==> src/rtl/axis_qbuff_sink_if.sv <==
// AXI4-Stream beat channel between the qualified buffer and its readout sink.
interface axis_qbuff_sink_if #(
  parameter int B = 16
);
  logic         tvalid;
  logic         tready;
  logic [B-1:0] tdata;
  logic         tlast;

  modport master (output tvalid, output tdata, output tlast, input tready);
  modport slave  (input tvalid, input tdata, input tlast, output tready);
endinterface

==> src/rtl/axis_qbuff_sink.sv <==
// Packet sink for the qualified-buffer readout path: captures one tlast-delimited
// packet per arm into a 2^N-deep sample memory, reports length/done/overflow and
// offers a registered, read-first random-access port into the captured samples.
module axis_qbuff_sink #(
  parameter int B = 16,
  parameter int N = 6
) (
  input  logic                s_axis_aclk,
  input  logic                s_axis_aresetn,
  axis_qbuff_sink_if.slave    s_axis,
  input  logic                arm,
  input  logic [N-1:0]        rd_addr,
  output logic [B-1:0]        rd_data,
  output logic                busy,
  output logic                done,
  output logic [N:0]          len,
  output logic                ovf
);

  typedef enum logic [1:0] {IDLE, RECV, DROP, DONE} state_t;

  localparam int          DEPTH    = 1 << N;
  localparam logic [N:0]  ONE      = (N+1)'(1);
  localparam logic [N:0]  FULL_LEN = {1'b1, {N{1'b0}}};
  localparam logic [N:0]  LAST_IDX = {1'b0, {N{1'b1}}};

  state_t       state, state_n;
  logic [N:0]   wptr, wptr_n;
  logic [N:0]   len_n;
  logic         ovf_n;
  logic         wr_en;
  logic         accept;

  logic [B-1:0] mem [DEPTH];

  // Handshake and status are pure decodes of the registered state.
  assign s_axis.tready = (state == RECV) || (state == DROP);
  assign busy          = (state == RECV) || (state == DROP);
  assign done          = (state == DONE);
  assign accept        = s_axis.tvalid && s_axis.tready;

  // Next-state, write-pointer and status update.
  always_comb begin
    // NOTE: every signal gets a default before the case so no path leaves one unassigned (which would infer a latch).
    state_n = state;
    wptr_n  = wptr;
    len_n   = len;
    ovf_n   = ovf;
    wr_en   = 1'b0;
    unique case (state)
      IDLE, DONE: begin
        if (arm) begin
          state_n = RECV;
          wptr_n  = '0;
          len_n   = '0;
          ovf_n   = 1'b0;
        end
      end
      RECV: begin
        if (accept) begin
          wr_en  = 1'b1;
          wptr_n = wptr + ONE;
          if (s_axis.tlast) begin
            // An exactly-full packet ends here too and is not an overflow.
            len_n   = wptr + ONE;
            state_n = DONE;
          end else if (wptr == LAST_IDX) begin
            len_n   = FULL_LEN;
            ovf_n   = 1'b1;
            state_n = DROP;
          end
        end
      end
      DROP: begin
        if (accept && s_axis.tlast) begin
          state_n = DONE;
        end
      end
      default: state_n = IDLE;
    endcase
  end

  // Control state registers, cleared asynchronously.
  always_ff @(posedge s_axis_aclk or negedge s_axis_aresetn) begin
    if (!s_axis_aresetn) begin
      state <= IDLE;
      wptr  <= '0;
      len   <= '0;
      ovf   <= 1'b0;
    end else begin
      // NOTE: sequential state uses non-blocking assignments so every flop samples pre-edge values.
      state <= state_n;
      wptr  <= wptr_n;
      len   <= len_n;
      ovf   <= ovf_n;
    end
  end

  // Sample memory write port.
  always_ff @(posedge s_axis_aclk) begin
    // NOTE: the memory has no reset; only addresses below len are ever meaningful.
    if (wr_en) begin
      mem[wptr[N-1:0]] <= s_axis.tdata;
    end
  end

  // Registered read port; reads old data when the same address is written on this edge.
  always_ff @(posedge s_axis_aclk or negedge s_axis_aresetn) begin
    if (!s_axis_aresetn) begin
      rd_data <= '0;
    end else begin
      rd_data <= mem[rd_addr];
    end
  end

endmodule

==> src/flat_wrapper.sv <==
// flat-port wrapper written by rule: the top's interface ports become plain ports
module axis_qbuff_sink_flat 
#(
  parameter int B = 16,
  parameter int N = 6
)
  (s_axis_aclk, s_axis_aresetn, arm, rd_addr, rd_data, busy, done, len, ovf, s_axis_tvalid, s_axis_tdata, s_axis_tlast, s_axis_tready);
  axis_qbuff_sink_if #(.B(B)) s_axis_i ();
  input  logic s_axis_aclk;
  input  logic s_axis_aresetn;
  input  logic arm;
  input  logic [N-1:0] rd_addr;
  output logic [B-1:0] rd_data;
  output logic busy;
  output logic done;
  output logic [N:0] len;
  output logic ovf;
  input wire logic [$bits(s_axis_i.tvalid)-1:0] s_axis_tvalid;
  input wire logic [$bits(s_axis_i.tdata)-1:0] s_axis_tdata;
  input wire logic [$bits(s_axis_i.tlast)-1:0] s_axis_tlast;
  output wire logic [$bits(s_axis_i.tready)-1:0] s_axis_tready;
  assign s_axis_i.tvalid = s_axis_tvalid;
  assign s_axis_i.tdata = s_axis_tdata;
  assign s_axis_i.tlast = s_axis_tlast;
  assign s_axis_tready = s_axis_i.tready;
  axis_qbuff_sink #(.B(B), .N(N)) u_core (.s_axis_aclk(s_axis_aclk), .s_axis_aresetn(s_axis_aresetn), .s_axis(s_axis_i), .arm(arm), .rd_addr(rd_addr), .rd_data(rd_data), .busy(busy), .done(done), .len(len), .ovf(ovf));
endmodule
==> config.mk <==
export PLATFORM = sky130hd
export DESIGN_NAME = axis_qbuff_sink_flat
export DESIGN_NICKNAME = d
export VERILOG_FILES = /design/src/rtl/axis_qbuff_sink_if.sv /design/src/rtl/axis_qbuff_sink.sv /design/src/flat_wrapper.sv
export SDC_FILE = /design/constraint.sdc
export NUM_CORES = 1
export LEC_CHECK = 0
export ABC_AREA = 1
export CORE_ASPECT_RATIO = 1.4
export CORE_MARGIN = 1
export CORE_UTILIZATION = 45
export DETAILED_ROUTE_END_ITERATION = 7
export SLEW_MARGIN = 20
export SYNTH_ARGS = -nofsm -noshare
export SYNTH_HDL_FRONTEND = slang
export SYNTH_SLANG_ARGS = --single-unit
==> constraint.sdc <==
create_clock -name s_axis_aclk -period 2.35 [get_ports s_axis_aclk]
set_input_delay 0.235 -clock s_axis_aclk [delete_from_list [all_inputs] [get_ports s_axis_aclk]]
set_output_delay 0.235 -clock s_axis_aclk [all_outputs]
set_load 0.005 [all_outputs]
======== After elaboration in Yosys (flattened, before gate mapping) ========
Memory sizes are Yosys's and may differ from the RTL's. A register that Yosys moved wholly into a read port is not among the register bits.
Index checks and enable logic that the tools add are counted.
storage, ports and cells
  register bits ........................... 17
  memories ................................ 1
  logic and storage cells ................. 49
  RAM bits ................................ 1024
  output and inout bits ................... 27
  bits of input ports ..................... 27
memory list
  name        depth  width  read ports  clocked after Yosys merged registers in  wr ports  line                   source
  u_core.mem  64     16     1           1                                        1         axis_qbuff_sink.sv:34  logic [B-1:0] mem [DEPTH];
cells by class
  equality and inequality tests ........... 10
  reduce and logical (&&, ||, !) cells .... 11
  multiplexer cells ....................... 22
  $add $sub $neg .......................... 1
operators by type and width
  kind                                                   number
  2-to-1 mux 7 bit                                       5
  case mux 7 bit (2 select lines)                        2
  2-to-1 mux 2 bit                                       5
  2-to-1 mux 1 bit                                       8
  inequality test 2 bit, second input constant           4
  AND reduction 4 bit                                    2
  adder 7 x 1 -> 7 bit, second input constant            1
  == test 7 x 6 -> 1 bit, second input constant          1
  case mux 2 bit (3 select lines)                        1
  AND reduction 5 bit                                    1
  == test 2 bit, second input constant                   2
  inequality test 3 bit, second input constant           1
  AND reduction 3 bit                                    1
  == test 2 x 1 -> 1 bit, second input constant          1
  logical AND 1 bit                                      2
  zero test 2 bit                                        1
  inequality test 2 x 1 -> 1 bit, second input constant  1
  case mux 1 bit (2 select lines)                        1
  nonzero test 2 bit                                     1
  OR reduction 2 bit                                     1
  zero test 1 bit                                        1
  logical OR 1 bit                                       1

======== Depth between registers and ports, before layout ========
Gate-level depths: netlist of run 1.
  depth in word-level cells ............... 7
  mapped depth ............................ 12
  gate-level depth less buffers ........... 10

======== Worst setup path after synthesis of run 1 ========
Ideal clock, no wire load.
  kind .................................... reg2reg
  from .................................... reg u_core.state[1]
  to ...................................... mem u_core.mem[10][0], enable pin
  clock period less this slack ............ 2229 ps
  buffers on the path ..................... 0
  cell stages (with the launch flop) ...... 7
  library setup time ...................... 389 ps
  setup slack ............................. 121 ps
  required time ........................... 1961 ps
  arrival time ............................ 1840 ps
  cell sequence ........................... dfrtp_1 > inv_1 > ha_1 > nand2_1 > inv_2 > nand4_1 > nor2_1
between the ends
  word-level cells in the longest chain between the ends .. 7
  elaborated cells on any way between the ends .. 8
  classes of those cells .................. 2 x eq/ne; 4 x mux; 2 x reduce/logical
RTL lines
  item                                                            line                                          source
  start, declared                                                 axis_qbuff_sink.sv:27                         state_t state, state_n;
  start signal, assigned                                          axis_qbuff_sink.sv:92                         state <= state_n;
  == test 2 x 1 -> 1 bit / == test 2 bit (equally long branches)  axis_qbuff_sink.sv:37, axis_qbuff_sink.sv:50
  logical OR 1 bit                                                axis_qbuff_sink.sv:37                         assign s_axis.tready = (state == RECV) || (state == DROP);
  logical AND 1 bit                                               axis_qbuff_sink.sv:40                         assign accept = s_axis.tvalid && s_axis.tready;
  2-to-1 mux 1 bit                                                axis_qbuff_sink.sv:60                         if (accept) begin
  2-to-1 mux 1 bit (*)                                            axis_qbuff_sink.sv:50                         unique case (state)
  2-to-1 mux 1 bit (*)                                            axis_qbuff_sink.sv:102                        if (wr_en) begin
  2-to-1 mux 1 bit (not written as such) (*)                      axis_qbuff_sink.sv:103                        mem[wptr[N-1:0]] <= s_axis.tdata;
  end, declared                                                   axis_qbuff_sink.sv:34
Every way passes the cells marked *; elsewhere a longest branch is shown, timed or not.

======== Worst setup path after layout of run 1 ========
  from .................................... reg u_core.state[0]
  to ...................................... out s_axis_tready
between the ends
  word-level cells in the longest chain between the ends .. 2
  elaborated cells on any way between the ends .. 3
  classes of those cells .................. 2 x eq/ne; 1 x reduce/logical
RTL lines
  item                                                            line                   source
  == test 2 x 1 -> 1 bit / == test 2 bit (equally long branches)  axis_qbuff_sink.sv:37
  logical OR 1 bit (*)                                            axis_qbuff_sink.sv:37
  end, declared                                                   flat_wrapper.sv:21     output wire logic [$bits(s_axis_i.tready)-1:0] s_axis_tready;
Marks and branches as above.

==> metrics.md, run 1 <==
| Metric | Value |
|---|---|
| Max-Cap Viols | 0 |
| Worst IR Drop VDD | 0.544 mV |
| Unique masters post-synth | 25 |
| Worst min path class | primary input to flip-flop |
| Synthesized area per cell | 11.9 um2 |
| I/O pins | 54 |
| CTS tree | done |
| GP Congestion | 0.995 |
| Ys Warns | 0 |
| GRT overflow | 0 |
| Setup TNS | 0 ns |
| Synth area leader | edfxtp_1 |
| First-pass GRT wire length | 178000 um |
| Unrepaired setup endpoints after global routing | no |
| Setup crit end kind | output pin |
| Post-Syn Area | 0.0430 mm2 |
| Via density per instance | 5.54 |
| Die height | 368 um |
| Placed Area | 0.0457 mm2 |
| Core area | 0.0944 mm2 |
| Root Driver | clkbuf_16 |
| Clk buf depth | 3 |
| Status | finished clean |
| Row count | 133 |
| Top cells by area, synth | edfxtp_1, nand2_1, nand3_1 |
| Slew HR | 0.398 |
| Pwr/cell area | 814 mW/mm2 |
| Proportion of layout cells with a drive suffix above 1 | 0.0932 |
| Max-slew violations | 0 |
| Mapped Nets | 3645 |
| Static leakage | 17.7 nW |
| Via Count | 27800 |
| Fill cells | 7937 |
| Worst endpoint required time | 2.12 ns |
| Final min period | 2.26 ns |
| # diodes | 0 |
| Crit share post-route | 0.961 |
| Post-route cell area | 0.0488 mm2 |
| Top-area cell type share of the netlist area | 0.715 |
| CTS sink cnt | 1057 |
| Fin nets | 3763 |
| Critical Path Start Type | flip-flop |
| Placed instance count | 4845 |
| # setup viols final | 0 |
| Synth-to-layout area growth | 13.6% |
| Clock Pin Slew Worst Setup and Hold Paths | 0.07 ns |
| DR iter-0 viols | 3016 |
| Input/output buffers | 53 |
| All-Layer GR Usage | 0.252 |
| Worst Tran Pin Value | 0.903 ns |
| Routed Antenna Nets | 0 |
| Sequential cell area fraction in the yosys report | 0.735 |
| Post-Syn Instances | 3614 |
| CTS HTree Levels | 3 |
| DRC viols | 0 |
| Clock latency on the worst-skew pair | 0.70 ns |
| CP Max Fanout | 5 |
| FF+latch count, synth | 1057 |
| Flop-to-flop setup slack | 0.23 ns |
| Die ar. | 0.0968 mm2 |
| Initial core utilization | 0.456 |
| Drt first pass iters | 6 |
| Final Hold Fails | 0 |
| Max Clk Rate | 0.443 GHz |
| Finished Layout Cells | 5023 |
| DIE WIDTH | 263 um |
| Total CTS buffers | 95 |
| DR WL/cell | 24.2 um |
| Vias in the first global route | 27100 |
| Antenna violations before repair | 4 |
| Crit path DAT | 2.02 ns |
| Crit Path Class | flip-flop to output pin |
| Largest net degree at the start of global routing | 101 |
| Clock skew | 0.0235 ns |
| DRT Wirelength | 122000 um |
| DPL Wire Length | 75200 um |
==> per-layer routing <==
layer / routed length, um / vias to the layer above / global-route usage
li1: - / 12900 / -
met1: 47400 / 13600 / 0.319
met2: 59700 / 1121 / 0.420
met3: 8410 / 228 / 0.0400
met4: 6150 / 0 / 0.131
met5: 0 / - / 0
==> through the flow <==
| step | power (W) | worst slack (ns) | hold WS, ns | util |
|---|---|---|---|---|
| finish | 0.0397 | 0.0907 | 0.0513 | 0.517 |
| global route | 0.0409 | 0.0311 | 0.0299 | 0.517 |
| CTS | 0.0399 | 0.0491 | 0.0250 | 0.517 |
| detailed placement | 0.0247 | 0.122 | 0.393 | 0.485 |
| global placement | 0.0247 | 0.0721 | 0.397 | 0.485 |
| floorplan | 0.0231 | 0.121 | -0.0606 | - |
==> kinds of logic (layout without fill, tap and decap cells) <==
kind of cell | after synthesis | count (layout) | synth area share
flops | 1057 | 1057 | 0.735
xor+xnor | 1 | 1 | 0.000204
compound gates | 22 | 22 | 0.00282
fa+ha+maj | 4 | 4 | 0.00116
simple gates | 2282 | 2282 | 0.225
buf+inv | 248 | 442 | 0.0360
==> area by class of cell <==
| class | instances | area (um2) | area share |
|---|---|---|---|
| clock buffer | 117 | 2530 | 0.0519 |
| clock inverter | 56 | 497 | 0.0102 |
| inverter | 24 | 116 | 0.00238 |
| multi-input combinational | 2309 | 9870 | 0.202 |
| sequential | 1057 | 31600 | 0.647 |
| tap | 1215 | 1520 | 0.0311 |
| timing repair buffer | 245 | 2710 | 0.0556 |
==> synthesized netlist by cell type <==
| cell type | n |
|---|---|
| edfxtp_1 | 1024 |
| o21ai_0 | 13 |
| o211ai_1 | 1 |
| clkbuf_1 | 26 |
| inv_2 | 3 |
| nand4_1 | 7 |
| ha_1 | 4 |
| a21oi_1 | 1 |
| buf_6 | 53 |
| xor2_1 | 1 |
| inv_1 | 20 |
| nand2_1 | 1327 |
| dfrtp_1 | 33 |
| o21ai_1 | 1 |
| nand3_1 | 875 |
| o21a_1 | 1 |
| buf_2 | 128 |
| a31oi_1 | 1 |
| inv_6 | 1 |
| buf_4 | 6 |
| buf_1 | 9 |
| buf_12 | 2 |
| nor2_1 | 72 |
| nor3_1 | 1 |
| o22ai_1 | 4 |
==> power breakdown <==
| group | internal (W) | switching, W |
|---|---|---|
| sequential | 0.0208 | 0.000142 |
| combinational | 0.00105 | 0.00236 |
| clock | 0.00846 | 0.00687 |
==> timing repair <==
| item | in CTS | in global routing |
|---|---|---|
| hold buffers | 4 | 0 |
| endpoints found under the setup margin | 2 | 0 |
| endpoints found under the hold margin | 49 | 0 |
| gates resized for setup | 2 | 0 |
| setup buffers | 1 | 0 |
==> worst paths after layout <==
path                                        startpoint                     endpoint  cells past startpoint
setup / recovery           u_core.state[0]$_DFFE_PN0P_                s_axis_tready                      4
hold / removal                         s_axis_tdata[0]  u_core.mem[53][0]$_DFFE_PP_                      1
setup reg to reg           u_core.state[1]$_DFFE_PN0P_  u_core.mem[26][6]$_DFFE_PP_                      8
hold reg to reg              u_core.len[1]$_DFFE_PN0P_    u_core.len[1]$_DFFE_PN0P_                      2
max in group asynchronous               s_axis_aresetn  u_core.rd_data[6]$_DFF_PN0_                      2
min in group asynchronous               s_axis_aresetn    u_core.len[1]$_DFFE_PN0P_                      2
==> critical path: stages, from the launching register on <==
cell and delay, ns:
dfrtp_1 0.39, inv_1 0.10, ha_4 0.23, inv_2 0.11
clkdlybuf4s50_1 0.51
==> registers in the layout (all words and copies together) (netlist names) <==
register	count
u_core.len	7
u_core.mem	1024
u_core.ovf	1
u_core.rd_data	16
u_core.state	2
u_core.wptr	7
==> cells in the final DEF (no fill, tap or decap), drive strengths merged <==
cell type and instances:
bufinv 7, dfrtp 33, nand3 875, clkinv 39, buf 209, ha 4, o21ai 14, xor2 1
o22ai 4, clkdlybuf4s50 32, o211ai 1, nor2 72, a21oi 1, clkinvlp 5, nand2 1327, edfxtp 1024
nor3 1, clkbuf 117, dlygate4sd3 4, inv 29, o21a 1, nand4 7, a31oi 1
No activity file was read; power rests on OpenSTA's default activity.
==> run 2: changes to the inputs <==
--- a/config.mk
+++ b/config.mk
@@ -10,7 +10,9 @@
 export CORE_MARGIN = 1
 export CORE_UTILIZATION = 45
 export DETAILED_ROUTE_END_ITERATION = 7
+export GPL_TIMING_DRIVEN = 1
 export SLEW_MARGIN = 20
 export SYNTH_ARGS = -nofsm -noshare
 export SYNTH_HDL_FRONTEND = slang
 export SYNTH_SLANG_ARGS = --single-unit
+export TNS_END_PERCENT = 10
==> results of run 2 <==
Same layout as run 1: the final DEF is identical, and so are final timing and power.
